===== src/rtl/vector_mem_pkg.sv =====
// Shared types and constants for the vector load/store sequencer.
package vector_mem_pkg;

    typedef enum logic [1:0] {
        IDLE  = 2'd0,
        LOAD  = 2'd1,
        DRAIN = 2'd2,
        STORE = 2'd3
    } vmu_state_t;

    localparam logic VMU_OP_LOAD  = 1'b0;
    localparam logic VMU_OP_STORE = 1'b1;

    // Lane counter width; a single-lane unit still needs one counter bit.
    function automatic int lane_bits(input int lanes);
        return (lanes > 1) ? $clog2(lanes) : 1;
    endfunction

endpackage


===== src/rtl/vmu_addr_gen.sv =====
// Lane counter plus base+lane address adder (wraps modulo 2^WIDTH).
module vmu_addr_gen
    import vector_mem_pkg::*;
#(
    parameter int WIDTH = 24,
    parameter int LANES = 8,
    parameter int LW    = lane_bits(LANES)
) (
    input  logic             clk,
    input  logic             rst,
    input  logic             init,
    input  logic             step,
    input  logic [WIDTH-1:0] base_in,
    output logic [LW-1:0]    lane,
    output logic [LW-1:0]    lane_nxt,
    output logic             last,
    output logic [WIDTH-1:0] addr_nxt
);

    logic [WIDTH-1:0] base_q;
    logic [WIDTH-1:0] base_nxt;

    // Look-ahead values so the owner can register the address of the next beat.
    always_comb begin
        lane_nxt = lane;
        base_nxt = base_q;
        if (init) begin
            lane_nxt = '0;
            base_nxt = base_in;
        end else if (step) begin
            lane_nxt = lane + LW'(1);
        end
    end

    assign addr_nxt = base_nxt + WIDTH'(lane_nxt);
    assign last     = (lane == LW'(LANES - 1));

    always_ff @(posedge clk or negedge rst) begin
        if (!rst) begin
            lane   <= '0;
            base_q <= '0;
        end else begin
            lane   <= lane_nxt;
            base_q <= base_nxt;
        end
    end

endmodule


===== src/rtl/vector_mem_unit.sv =====
// Vector load/store sequencer: one request becomes LANES single-pixel memory beats.
module vector_mem_unit
    import vector_mem_pkg::*;
#(
    parameter int WIDTH = 24,
    parameter int PIXEL = 8,
    parameter int LANES = 8
) (
    input  logic                   clk,
    input  logic                   rst,
    input  logic                   start,
    input  logic                   op_store,
    input  logic [WIDTH-1:0]       base_addr,
    input  logic [LANES*PIXEL-1:0] store_data,
    output logic                   busy,
    output logic                   done,
    output logic [LANES*PIXEL-1:0] load_data,
    output logic                   mem_we,
    output logic [WIDTH-1:0]       mem_addr,
    output logic [WIDTH-1:0]       mem_wd,
    input  logic [WIDTH-1:0]       mem_rd,
    output logic [1:0]             dbg_state
);

    localparam int LW = lane_bits(LANES);

    // Handshake: start is a strobe honoured only in IDLE; done is a one-cycle
    // pulse and there is no backpressure on the memory port.
    vmu_state_t state, state_nxt;

    logic                   init, step, issue, cap, fin, last;
    logic [LW-1:0]          lane, lane_nxt, cap_idx;
    logic [WIDTH-1:0]       addr_nxt;
    logic [LANES*PIXEL-1:0] sd_q, sd_src;
    logic [PIXEL-1:0]       wd_elem;
    logic                   unused_rd_hi;

    vmu_addr_gen #(
        .WIDTH (WIDTH),
        .LANES (LANES),
        .LW    (LW)
    ) u_addr_gen (
        .clk      (clk),
        .rst      (rst),
        .init     (init),
        .step     (step),
        .base_in  (base_addr),
        .lane     (lane),
        .lane_nxt (lane_nxt),
        .last     (last),
        .addr_nxt (addr_nxt)
    );

    always_ff @(posedge clk or negedge rst) begin
        if (!rst) state <= IDLE;
        else      state <= state_nxt;
    end

    always_comb begin
        state_nxt = state;
        init      = 1'b0;
        step      = 1'b0;
        issue     = 1'b0;
        cap       = 1'b0;
        fin       = 1'b0;
        cap_idx   = lane - LW'(1);
        case (state)
            IDLE: begin
                if (start) begin
                    init      = 1'b1;
                    issue     = 1'b1;
                    state_nxt = (op_store == VMU_OP_STORE) ? STORE : LOAD;
                end
            end
            STORE: begin
                if (last) begin
                    fin       = 1'b1;
                    state_nxt = IDLE;
                end else begin
                    step  = 1'b1;
                    issue = 1'b1;
                end
            end
            LOAD: begin
                // Read data trails its address by one cycle, so lane k-1 lands now.
                cap = (lane != '0);
                if (last) begin
                    state_nxt = DRAIN;
                end else begin
                    step  = 1'b1;
                    issue = 1'b1;
                end
            end
            DRAIN: begin
                cap       = 1'b1;
                cap_idx   = LW'(LANES - 1);
                fin       = 1'b1;
                state_nxt = IDLE;
            end
            default: state_nxt = IDLE;
        endcase
    end

    // On the accepting edge the operand comes straight from the port.
    assign sd_src       = init ? store_data : sd_q;
    assign wd_elem      = sd_src[int'(lane_nxt)*PIXEL +: PIXEL];
    assign unused_rd_hi = ^mem_rd[WIDTH-1:PIXEL];
    assign dbg_state    = state;

    always_ff @(posedge clk or negedge rst) begin
        if (!rst) begin
            busy      <= 1'b0;
            done      <= 1'b0;
            load_data <= '0;
            mem_we    <= 1'b0;
            mem_addr  <= '0;
            mem_wd    <= '0;
            sd_q      <= '0;
        end else begin
            done   <= fin;
            mem_we <= issue && (state_nxt == STORE);
            if (init) begin
                busy <= 1'b1;
                sd_q <= store_data;
            end else if (fin) begin
                busy <= 1'b0;
            end
            if (issue) mem_addr <= addr_nxt;
            if (issue && (state_nxt == STORE)) mem_wd <= WIDTH'(wd_elem);
            if (cap) load_data[int'(cap_idx)*PIXEL +: PIXEL] <= mem_rd[PIXEL-1:0];
        end
    end

endmodule

===== config.mk =====
export PLATFORM = sky130hd
export DESIGN_NAME = vector_mem_unit
export DESIGN_NICKNAME = d
export VERILOG_FILES = /design/src/rtl/vector_mem_pkg.sv /design/src/rtl/vmu_addr_gen.sv /design/src/rtl/vector_mem_unit.sv
export SDC_FILE = /design/constraint.sdc
export NUM_CORES = 1
export LEC_CHECK = 0
export ABC_AREA = 1
export CAP_MARGIN = 40
export CORE_ASPECT_RATIO = 1.2
export CORE_MARGIN = 8
export CORE_UTILIZATION = 30
export DETAILED_ROUTE_END_ITERATION = 8
export MAX_ROUTING_LAYER = met4
export PLACE_DENSITY = 0.58
export REMOVE_ABC_BUFFERS = 1
export SLEW_MARGIN = 20
export SYNTH_ARGS = -nofsm -noshare
export SYNTH_HDL_FRONTEND = slang
export SYNTH_HIERARCHICAL = 1
export SYNTH_SLANG_ARGS = --single-unit

===== constraint.sdc =====
create_clock -name clk -period 2.6 [get_ports clk]
set_input_delay 0.65 -clock clk [delete_from_list [all_inputs] [get_ports clk]]
set_output_delay 0.65 -clock clk [all_outputs]
set_load 0.1 [all_outputs]

==> results of run 1 <==
## cell families (layout without fill, tap and decap cells)
kind of cell             count (synthesis)  count (layout)  synth area share (%)
AO/OA/AOI/OAI                           86              86                  4.93
XOR/XNOR                                13              13                  1.15
adder cells (fa/ha/maj)                 16              16                  2.10
buffers and inverters                  183             436                  8.81
flip-flops                             192             192                  48.5
other                                    1              16                0.0379
AND/OR/NAND/NOR                        776             776                  34.5
## metal layers
metal	GRT usage, %	up-vias
met5	-	-
met4	4.68	0
met3	3.43	36
met2	26.0	225
met1	18.9	4230
li1	-	4502
## flip-flops by register name, indices dropped and copies added, names as in the netlist
signal / flops
u_addr_gen/base_q: 24
dbg_state: 2
sd_q: 64
mem_wd: 8
mem_we: 1
done: 1
mem_addr: 24
u_addr_gen/lane: 3
load_data: 64
busy: 1
## Yosys cell counts (all sizes together), types with 2 or more instances
master  count
xor2       11
nor2       94
a21oi       9
nand2     455
o31ai       7
xnor2       2
dfrtp     192
nor3        5
o21ai      68
clkbuf     13
inv       113
nand4      17
nand3     204
buf        56
ha         15
## what timing repair did
item                       4_1_cts  5_1_grt
pin swaps                       24       27
setup buffers                    5       13
setup endpoints to repair       63       93
resized for setup               37       71
gates cloned                     0        1
## area by class of cell
class	instances	area, µm²	share of cell area (%)
inverters	114	433	3.21
well taps	412	515	3.83
repair buffers	292	2580	19.2
flip-flops and latches	192	4810	35.7
multi-input cells	907	4570	33.9
clock inverters	11	134	0.994
clock buffers	19	433	3.21
## worst max-delay path by stage
| stage | depth (start not counted) | endpoint | slack [ns] | from |
|---|---|---|---|---|
| 2_1_floorplan | 20 | mem_addr[16] | -4.72 | dbg_state[0] |
| 3_3_place_gp | 21 | mem_addr[16] | -0.22 | u_addr_gen/lane[0] |
| 3_5_place_dp | 21 | mem_addr[16] | -0.30 | u_addr_gen/lane[0] |
| 4_1_cts | 21 | mem_addr[17] | -0.03 | u_addr_gen/lane[1] |
| 5_1_grt | 21 | mem_addr[17] | -0.20 | u_addr_gen/lane[0] |
| 6_report | 21 | mem_addr[17] | -0.02 | u_addr_gen/lane[0] |
## per-stage QoR
step / cell area, µm² / setup WS, ns
2_1_floorplan: 9510 / -4.72
3_3_place_gp: 12400 / -0.222
3_5_place_dp: 12400 / -0.302
4_1_cts: 13100 / -0.0274
5_1_grt: 13500 / -0.205
6_report: 13500 / -0.0213
## worst register-to-register path: stages, from the launching register on
cell and delay [ns]:
dfrtp_1 0.38, ha_2 0.20, ha_4 0.17, inv_4 0.06, o21ai_4 0.06, inv_2 0.07
buf_6 0.11, inv_2 0.05, nor2_2 0.12, nor2_2 0.07, ha_4 0.29, nand2_2 0.07
nor2_4 0.14, nor2_4 0.07, nor2_4 0.13, nand2_4 0.10, nor2_4 0.15, nand2_1 0.07
nand2_1 0.06, nand2_1 0.05, inv_1 0.04, o21ai_1 0.06
==> out/qor.yml, run 1 <==
grt:
  antenna_found_initial: 0
  grt_util_all_layers_pct: 15.7
  grt.overflow.total: 0
  grt_pass1_wl_um: 48100
  grt_max_degree: 66
  grt_pass1_vias: 9011
die:
  die-area_um2: 39100
  fp-row-count: 73
  die_y_um: 215
  start_util_pct: 30.2
  core_area_um2: 32800
  ios: 233
  die_w_um: 182
layout:
  final_util_pct: 41.1
  area_delta_synth_final_pct: 36.1
  mostFrequentLayoutCells: "nand2_1 (419), nand3_1 (195), dfrtp_1 (191), buf_4 (175), clkdlybuf4s50_1 (97)"
  finalNonFillerCells: 1947
  n_antenna_cell: 0
  layout-drive-gt1-share_pct: 22.2
  nets: 1656
  layout_commonest_cell: "nand2_1"
  fillers: 3355
clock_network:
  cts.reportedPaths.clkPinSlew_ns: 0.08
  clock_tree.buffer_depth: 2
  cts_hold_buf: 0
  cts_sinks: 192
  h-tree-depth: 4
  numCtsBuffers: 17
  cts_root_buffer: "clkbuf_16"
  tritoncts: "built"
  clkLatencyLatePin_ns: 0.43
setup_path:
  rrSetupSlack_ns: -0.02
  endpoint_kind: "flop"
  critPathMaxStageDelay_ns: 0.38
  worstPathCellList: "ha_2, ha_4, inv_4, o21ai_4, inv_2, buf_6, inv_2, nor2_2, nor2_2, ha_4, nand2_2, nor2_4, nor2_4, nor2_4, nand2_4, nor2_4, nand2_1, nand2_1, nand2_1, inv_1, o21ai_1"
  cp-start-kind: "flop"
  cp_data_arrival_time_ns: 2.94
  cp_slowest_cell: "dfrtp_1"
  critPathKind: "reg -> reg"
  r2r-start: "u_addr_gen/lane[0]"
  critical_path.reg2reg.endpoint: "mem_addr[17]"
  cpMostUsedCell: "nor2_4"
  path_delay_family: "simple AND/OR/NAND/NOR gates"
  ff2ff_path_depth: 21
  crit_buf_inv: 5
  worstPathRequired_ns: 2.92
  critPathMaxFanout: 5
timing:
  final-setup-viol-count: 2
  min_period_over_period_pct: 101
  fin_skew_ns: 0.0130
  timing.setup.tns_ns: -0.0336
  worst_slack_ns: -0.0213
  fmax_mhz: 381
  period_needed_ns: 2.62
  tightest_slew_ns: 0.704
  maxSlewHeadroom_pct: 53.0
  slew_violations: 0
  whs_ns: 0.125
  rsz0062_at_grt: "yes"
  final_hold_viol_count: 0
route:
  dr.first_iter.drc_count: 630
  viasPerCell: 4.62
  postRouteAntennaNets: 0
  drc: 0
  wl_per_cell_um: 15.6
  vias: 8993
  wl_met3_um: 1610
  wirelength_um: 30500
  drt-pass1-iter-count: 5
  m1WireLength_um: 13200
  routed-wl-met2_um: 15000
  topRoutingLayerUsed: "met4"
synth:
  ys_warn_count: 6
  synthTopCellsByArea: "dfrtp_1 (49%), nand2_1 (16%), nand3_1 (10%)"
  ys_types: 36
  synth_edf_count: 0
  synth-main-ff-cell: "dfrtp_1"
  synthArstFlopShare_pct: 100
  synth_area_um2: 9900
  synth-seq-cells: 192
  postSynthAreaPerCell_um2: 7.82
  yosys.area.top_type_share_pct: 48.5
  synthCells: 1267
  yosysSeqAreaShare_pct: 48.5
  synth_largest_area_cell: "dfrtp_1"
hold_path:
  holdCritPathClass: "in -> async"
place:
  dp_hpwl_um: 22000
  portBuffers: 200
  place_inst: 1900
  gp_congestion: 0.873
job:
  maxCapViolations: 0
outcome:
  status: "complete, but fails checks"
  violations: "negative setup slack"
Power of run 1 is left out: the tool's default activity adds up to more than one toggle a clock period on the data nets, which glitch-free logic cannot reach.
==> run 2: changes to the inputs <==
--- a/config.mk
+++ b/config.mk
@@ -6,7 +6,6 @@
 export NUM_CORES = 1
 export LEC_CHECK = 0
 export ABC_AREA = 1
-export CAP_MARGIN = 40
 export CORE_ASPECT_RATIO = 1.2
 export CORE_MARGIN = 8
 export CORE_UTILIZATION = 30
==> constraint.sdc (replaced) <==
create_clock -name clk -period 2.6 [get_ports clk]
set_input_delay 0.26 -clock clk [delete_from_list [all_inputs] [get_ports clk]]
set_output_delay 0.26 -clock clk [all_outputs]
set_load 0.1 [all_outputs]
==> out/qor.yml, run 2 (synthesis results as in run 1) <==
outcome:
  status: "complete, no violations"
grt:
  antenna_found_initial: 0
  grt_max_degree: 66
  grt_util_all_layers_pct: 16.1
  grt_pass1_wl_um: 48900
  grt.overflow.total: 0
  grt_pass1_vias: 9018
clock_network:
  cts_root_buffer: "clkbuf_16"
  cts_sinks: 192
  clkLatencyLatePin_ns: 0.43
  clock_tree.buffer_depth: 2
  cts.reportedPaths.clkPinSlew_ns: 0.07
  h-tree-depth: 4
  numCtsBuffers: 17
  tritoncts: "built"
place:
  place_inst: 1889
  dp_hpwl_um: 22600
  gp_congestion: 0.857
  portBuffers: 200
  dp_slack_ns: -0.327
layout:
  n_antenna_cell: 0
  nets: 1642
  layout_commonest_cell: "nand2_1"
  area_delta_synth_final_pct: 34.5
  layout-drive-gt1-share_pct: 20.3
  finalNonFillerCells: 1935
  top_regs: "load_data: 64 flops, sd_q: 64 flops"
  mostFrequentLayoutCells: "nand2_1 (425), nand3_1 (200), dfrtp_1 (192), buf_4 (163), inv_1 (98)"
timing:
  worst_slack_ns: 0.0423
  whs_ns: 0.357
  final_hold_viol_count: 0
  maxSlewHeadroom_pct: 51.9
  timing.setup.tns_ns: 0
  rsz0062_at_grt: "yes"
  fin_skew_ns: 0.00892
  period_needed_ns: 2.56
  min_period_over_period_pct: 98.4
  fmax_mhz: 391
  tightest_slew_ns: 0.721
  slew_violations: 0
  final-setup-viol-count: 0
job:
  maxCapViolations: 0
route:
  drt-pass1-iter-count: 5
  wirelength_um: 30800
  drc: 0
  viasPerCell: 4.60
  postRouteAntennaNets: 0
  wl_per_cell_um: 15.9
  vias: 8892
  dr.first_iter.drc_count: 687
setup_path:
  critPathMaxStageDelay_ns: 0.38
  cp_data_arrival_time_ns: 2.92
  critPathMaxFanout: 4
  rrSetupSlack_ns: 0.04
  worstPathCellList: "ha_2, ha_4, inv_4, o21ai_4, inv_2, o21ai_2, buf_4, a21oi_4, ha_4, fa_2, nand2_2, nand2_2, nand2_4, nor2_4, nand2_4, nor2_4, xor2_1, inv_1, o21ai_1"
  critPathKind: "reg -> reg"
  crit_buf_inv: 4
  path_delay_family: "adder cells"
  endpoint_kind: "flop"
  cp_slowest_cell: "dfrtp_1"
  worstPathRequired_ns: 2.96
  cp-start-kind: "flop"
die:
  die_w_um: 182
  start_util_pct: 30.2
  die_y_um: 215
  ios: 233
  fp-row-count: 73
  core_area_um2: 32800
  die-area_um2: 39100
hold_path:
  holdCritPathClass: "in -> async"
[run 2: changes by cell type in the layout (fill, tap and decap cells not counted), moves of 4 or more]
cell | previous run | this run
buf_4 | 175 | 163
buf_6 | 11 | 7
nand2_1 | 419 | 425
nand2_2 | 30 | 25
nand3_1 | 195 | 200
nand3_2 | 9 | 4
o21ai_0 | 37 | 46
o21ai_1 | 19 | 11
[run 2: stage by stage]
stage	util, %	cell area [µm²]
floorplan	-	9510
global placement	37.6	12300
detailed placement	37.6	12300
CTS	40.0	13100
global route	40.6	13300
finish	40.6	13300
[run 2: cell type report]
class / count / area [µm²]
Clock buffer: 21 / 460
Timing Repair Buffer: 278 / 2460
Sequential cell: 192 / 4800
Clock inverter: 11 / 153
Fill cell: 3328 / 19500
Inverter: 114 / 433
Multi-Input combinational cell: 907 / 4490
Tap cell: 412 / 515
[run 2: final timing paths]
path,depth (start not counted),start,to
worst min-delay path,2,rst,load_data[58]
worst max register to register,19,u_addr_gen/lane[0],mem_addr[14]
min in group clk,6,start,sd_q[36]
max in group asynchronous,3,rst,u_addr_gen/base_q[15]
worst max-delay path,19,u_addr_gen/lane[0],mem_addr[14]
worst min register to register,2,sd_q[5],sd_q[5]
[run 2: per-layer routing]
metal | global-route usage [%] | routed length (µm)
met1 | 19.4 | 13300
met5 | - | 0
met4 | 5.69 | 792
met3 | 3.19 | 1540
met2 | 26.6 | 15200
[run 2: repair_timing]
action	4_1_cts	5_1_grt
hold buffers	1	0
endpoints found under the hold margin	52	0
gates cloned	0	1
setup endpoints to repair	39	80
setup buffers	6	7
gates resized for setup	44	33
pin swaps	21	22
Power of run 2 is left out for the same reason.
